### src/rtl/adder_seq.sv
// adder_seq
//
// Purpose:
//   Multi-cycle WIDTH-bit adder. A single 2-bit carry-chained adder slice is
//   stepped over the operands, least-significant chunk first, one chunk per
//   clock. Holds one transaction at a time, with valid/ready handshakes on
//   both the request side and the result side.
//
// Parameters:
//   WIDTH        operand/sum width, must be even and >= 4 (default 16)
//
// Ports:
//   clk          rising-edge clock
//   reset        asynchronous, active-low reset
//   io_in_valid  request valid
//   io_in_ready  block can accept a request this cycle
//   io_in_lhs    left operand
//   io_in_rhs    right operand
//   io_in_cin    carry-in
//   io_in_sub    subtract select (only when ADDER_SEQ_SUB_EN is defined)
//   io_out_valid result valid
//   io_out_ready consumer accepts the result
//   io_out_sum   result, modulo 2^WIDTH
//   io_out_cout  carry-out of bit WIDTH-1 (with subtract: 1 = no borrow)
//   io_busy      high while chunks are being processed
//
// Configuration:
//   ADDER_SEQ_SUB_EN  when defined, adds the io_in_sub port; a subtract
//                     latches ~rhs and forces the carry-in to 1.

module adder_seq #(
  parameter int WIDTH = 16
) (
  input  logic             clk,
  input  logic             reset,
  input  logic             io_in_valid,
  output logic             io_in_ready,
  input  logic [WIDTH-1:0] io_in_lhs,
  input  logic [WIDTH-1:0] io_in_rhs,
  input  logic             io_in_cin,
`ifdef ADDER_SEQ_SUB_EN
  input  logic             io_in_sub,
`endif
  output logic             io_out_valid,
  input  logic             io_out_ready,
  output logic [WIDTH-1:0] io_out_sum,
  output logic             io_out_cout,
  output logic             io_busy
);

  localparam int HALF = WIDTH / 2;
  localparam int CW   = (HALF > 1) ? $clog2(HALF) : 1;
  localparam logic [CW-1:0] LAST_CHUNK = CW'(HALF - 1);

  typedef enum logic [1:0] {
    IDLE = 2'd0,
    BUSY = 2'd1,
    DONE = 2'd2
  } state_t;

  state_t           state_q, state_d;
  logic [WIDTH-1:0] lhs_q, lhs_d;
  logic [WIDTH-1:0] rhs_q, rhs_d;
  logic             carry_q, carry_d;
  logic [WIDTH-1:0] sum_q, sum_d;
  logic [CW-1:0]    cnt_q, cnt_d;
  logic [WIDTH-1:0] res_sum_q, res_sum_d;
  logic             res_cout_q, res_cout_d;

  logic [2:0]       chunk;
  logic [WIDTH-1:0] rhs_load;
  logic             carry_load;
  logic [WIDTH-1:0] sum_next;

  // Operand values as they should be captured on accept. With subtraction
  // enabled, a - b is formed as a + ~b + 1, so the carry-in is overridden.
  always_comb begin
    rhs_load   = io_in_rhs;
    carry_load = io_in_cin;
`ifdef ADDER_SEQ_SUB_EN
    if (io_in_sub) begin
      rhs_load   = ~io_in_rhs;
      carry_load = 1'b1;
    end
`endif
  end

  // The shared 2-bit adder slice and the sum register's next value: the
  // fresh chunk enters at the top so that after WIDTH/2 steps the first
  // chunk has arrived at bits [1:0].
  always_comb begin
    chunk    = 3'(carry_q) + 3'(lhs_q[1:0]) + 3'(rhs_q[1:0]);
    sum_next = {chunk[1:0], sum_q[WIDTH-1:2]};
  end

  // Next-state and datapath control. The result is copied into separate
  // result registers when the last chunk completes, so io_out_sum and
  // io_out_cout stay at the last result while a new transaction runs.
  always_comb begin
    state_d      = state_q;
    lhs_d        = lhs_q;
    rhs_d        = rhs_q;
    carry_d      = carry_q;
    sum_d        = sum_q;
    cnt_d        = cnt_q;
    res_sum_d    = res_sum_q;
    res_cout_d   = res_cout_q;
    io_in_ready  = 1'b0;
    io_out_valid = 1'b0;
    io_busy      = 1'b0;

    unique case (state_q)
      IDLE: begin
        io_in_ready = 1'b1;
        if (io_in_valid) begin
          lhs_d   = io_in_lhs;
          rhs_d   = rhs_load;
          carry_d = carry_load;
          sum_d   = '0;
          cnt_d   = '0;
          state_d = BUSY;
        end
      end

      BUSY: begin
        io_busy = 1'b1;
        sum_d   = sum_next;
        carry_d = chunk[2];
        lhs_d   = {2'b00, lhs_q[WIDTH-1:2]};
        rhs_d   = {2'b00, rhs_q[WIDTH-1:2]};
        if (cnt_q == LAST_CHUNK) begin
          cnt_d      = '0;
          res_sum_d  = sum_next;
          res_cout_d = chunk[2];
          state_d    = DONE;
        end else begin
          cnt_d = cnt_q + CW'(1);
        end
      end

      DONE: begin
        io_out_valid = 1'b1;
        // A new request may be taken in the same cycle the result leaves.
        io_in_ready  = io_out_ready;
        if (io_out_ready) begin
          if (io_in_valid) begin
            lhs_d   = io_in_lhs;
            rhs_d   = rhs_load;
            carry_d = carry_load;
            sum_d   = '0;
            cnt_d   = '0;
            state_d = BUSY;
          end else begin
            state_d = IDLE;
          end
        end
      end

      default: begin
        state_d = IDLE;
      end
    endcase
  end

  // State and datapath registers; reset discards any in-flight transaction.
  always_ff @(posedge clk or negedge reset) begin
    if (!reset) begin
      state_q    <= IDLE;
      lhs_q      <= '0;
      rhs_q      <= '0;
      carry_q    <= 1'b0;
      sum_q      <= '0;
      cnt_q      <= '0;
      res_sum_q  <= '0;
      res_cout_q <= 1'b0;
    end else begin
      state_q    <= state_d;
      lhs_q      <= lhs_d;
      rhs_q      <= rhs_d;
      carry_q    <= carry_d;
      sum_q      <= sum_d;
      cnt_q      <= cnt_d;
      res_sum_q  <= res_sum_d;
      res_cout_q <= res_cout_d;
    end
  end

  assign io_out_sum  = res_sum_q;
  assign io_out_cout = res_cout_q;

endmodule

### config.mk
export PLATFORM = sky130hd
export DESIGN_NAME = adder_seq
export DESIGN_NICKNAME = d
export VERILOG_FILES = /design/src/rtl/adder_seq.sv
export SDC_FILE = /design/constraint.sdc
export NUM_CORES = 1
export LEC_CHECK = 0
export ABC_AREA = 1
export CORE_UTILIZATION = 25
export CTS_BUF_LIST = sky130_fd_sc_hd__clkbuf_4 sky130_fd_sc_hd__clkbuf_8
export DETAILED_ROUTE_END_ITERATION = 7
export GPL_ROUTABILITY_DRIVEN = 0
export PLACE_DENSITY = 0.5
export SETUP_SLACK_MARGIN = 0.2
export SKIP_LAST_GASP = 1
export SYNTH_ARGS = -nofsm -noshare
export SYNTH_HDL_FRONTEND = slang
export SYNTH_SLANG_ARGS = --single-unit
export TNS_END_PERCENT = 1
### constraint.sdc
create_clock -name clk -period 2.14 [get_ports clk]
set_clock_uncertainty 0.05 [all_clocks]
set_input_delay 0.642 -clock clk [delete_from_list [all_inputs] [get_ports clk]]
set_output_delay 0.642 -clock clk [all_outputs]
set_load 0.005 [all_outputs]
==> impl_results.md <==
- Row count: 40
- Status: complete, no violations
- Final Max Tran Viols: 0
- RSZ-0062 raised after global routing: yes
- First DRT Iteration DRCs: 95
- Fin crit share: 0.985
- First-pass DRT Iterations: 4
- Fillers: 1341
- FMAX: 474 MHz
- First-pass GRT wire length: 12600 µm
- Largest cells by area after synthesis: dfrtp_1, nand2_1, buf_2
- Overflow after GRT: 0
- Root buffer cell: clkbuf_8
- Final count of hold timing violations: 0
- P per Cell Area: 1410 nW/µm²
- Via/cell ratio: 4.14
- Area leader, netlist: dfrtp_1
- IO Pins: 57
- Max cap viols: 0
- DRC viols: 0
- Share of layout cells above drive strength 1: 0.0835
- Tmin final: 2110 ps
- R2r worst-path depth: 6
- Ys Warns: 0
- DPL Wire Length: 4790 µm
- Die H: 114 µm
- Initial antenna violation count: 0
- Initial core utilization: 0.259
- Worst skew pair latency: 340 ps
- Largest family of logic cells by synthesized area: simple AND/OR/NAND/NOR gates
- Syn Inst Count: 413
- Final setup fails: 0
- Clk slew on worst S/H paths: 70 ps
- CTS Buffer Depth: 2
- Pin count of the biggest net entering global routing: 64
- DIE WIDTH: 114 µm
- CP max FO: 2
- Clock sinks: 69
- Post-synth top area share: 0.551
- Post-layout util: 0.342
- Synth cell types: 17
- Post-route ant nets: 0
- Area of the die: 13000 µm²
- Worst EP required: 1450 ps
- Min setup slack post-route: 31.5 ps
- Syn Area/Cell: 7.59 µm²
- Final net count: 515
- # placed instances: 628
- Simple-gate share of the synthesized area: 0.369
- Overall power: 5860 µW
- Xor and xnor area share after synthesis: 0
- Average routed wire per standard cell: 11.3 µm
- Leakage: 0.00223 µW
- Compound-Gate Fraction of Synth Area: 0.00998
- Vias in the first global route: 2676
- CTS H-tree lvls: 3
- Synth Net Count: 454
- TritonCTS Buffers: 9
- Seq/Total Area, Yosys: 0.551
- CP endpoint kind: primary output
- Worst Hold Slack: 203 ps
- Finished Layout Cells: 647
- Worst-Margin Slew: 646 ps
- Via count: 2677
- Worst Hold Class: in -> async
- Post-synthesis mux area share: 0
- Max-slew headroom: 0.569
- Synthesized-area fraction occupied by adder cells: 0.0208
- Worst Path Arrival: 1420 ps
- Port bufs: 56
- Pre-CTS setup slack: -363 ps
- GRT Util Overall: 0.124
- Total core area: 12100 µm²
- Synth Cell Area: 3130 µm²
- Ant diodes: 0
- TritonCTS clock tree: yes
- Total wire length: 7300 µm
- IR Drop Worst-Case VDD: 593 µV
- Synth Register Bits: 69
- Path type of the worst setup path: in -> out
- Layout area overhead: 32.3%
- Type of origin of the critical path: primary input
-- Yosys cell counts --
| cell type | number |
|---|---|
| inv_2 | 1 |
| dfrtp_1 | 69 |
| or2_2 | 2 |
| a21oi_1 | 1 |
| ha_1 | 2 |
| inv_1 | 13 |
| o21ai_0 | 1 |
| nor2_1 | 6 |
| buf_2 | 18 |
| nand2_1 | 274 |
| nor2_2 | 1 |
| clkbuf_1 | 3 |
| o22ai_1 | 1 |
| fa_1 | 2 |
| nor2_4 | 1 |
| nand3_1 | 15 |
| o21ai_1 | 3 |
-- state kept, by name, indices dropped and copies added (netlist names) --
register and count:
cnt_q 3, io_out_cout 1, lhs_q 16, rhs_q 16, io_out_sum 16, sum_q 14
state_q 2, carry_q 1
-- worst paths after layout --
kind / startpoint / end / slack, ps
setup / recovery: io_out_ready / io_in_ready / 30
hold / removal: reset / io_out_sum[6] / 200
setup reg to reg: state_q[1] / io_out_sum[10] / 360
hold reg to reg: io_out_sum[3] / io_out_sum[3] / 420
max in group asynchronous: reset / rhs_q[2] / 1280
min in group clk: io_out_sum[3] / io_out_sum[3] / 420
-- kinds of logic after synthesis --
| logic type | after synthesis |
|---|---|
| fa+ha+maj | 4 |
| flops | 69 |
| simple gates | 299 |
| buf+inv | 35 |
| compound gates | 6 |
-- worst max-delay path, stage by stage --
cell and delay, ps:
clkdlybuf4s50_1 480, inv_1 60, a21oi_1 110, buf_2 130
-- layer usage --
metal	part of all wire	routed length, µm	GRT usage
met1	0.48	3490	0.158
met4	0.015	113	0.0476
met5	0	0	0
met3	0.039	283	0.0303
met2	0.47	3410	0.204
-- stage by stage --
stage / TNS (ps) / cell area [µm²]
6_report: 0 / 4150
5_1_grt: -16.5 / 4150
4_1_cts: 0 / 4140
3_5_place_dp: -363 / 3930
3_3_place_gp: -342 / 3930
2_1_floorplan: 0 / 3130
-- where the power goes --
group	internal, µW	leakage, µW	switching [µW]
Combinational	1100	0.00126	1490
Sequential	1900	0.000873	336
Clock	544	0.000101	483
-- cell type report --
| cell class | instances | area (µm²) | area share |
|---|---|---|---|
| Clock buffer | 13 | 179 | 0.0432 |
| Sequential cell | 69 | 1730 | 0.417 |
| Inverter | 14 | 52.6 | 0.0127 |
| Timing Repair Buffer | 71 | 704 | 0.170 |
| Clock inverter | 3 | 17.5 | 0.00422 |
| Tap cell | 168 | 210 | 0.0507 |
| Multi-Input combinational cell | 309 | 1250 | 0.303 |
-- layout by cell type, fill, tap and decap left out --
cell type,netlist,layout
a21oi_1,1,1
buf_12,0,3
buf_2,18,1
buf_4,0,13
clkbuf_8,0,13
clkdlybuf4s50_1,0,52
clkinv_2,0,2
clkinvlp_4,0,1
dfrtp_1,69,68
dfrtp_2,0,1
dlygate4sd2_1,0,1
dlymetal6s2s_1,0,1
fa_1,2,2
ha_1,2,2
inv_1,13,13
inv_2,1,1
nand2_1,274,273
nand2_2,0,1
nand3_1,15,15
nor2_1,6,6
nor2_2,1,1
nor2_4,1,1
o21ai_0,1,1
o21ai_1,3,3
o22ai_1,1,1
or2_2,2,2
-- timing repair --
action,CTS,global route
resized for setup,6,1
hold endpoints to repair,0,0
hold buffers,0,0
endpoints found under the setup margin,4,16
setup buffers,3,0
Power figures use the tool's default switching activity.
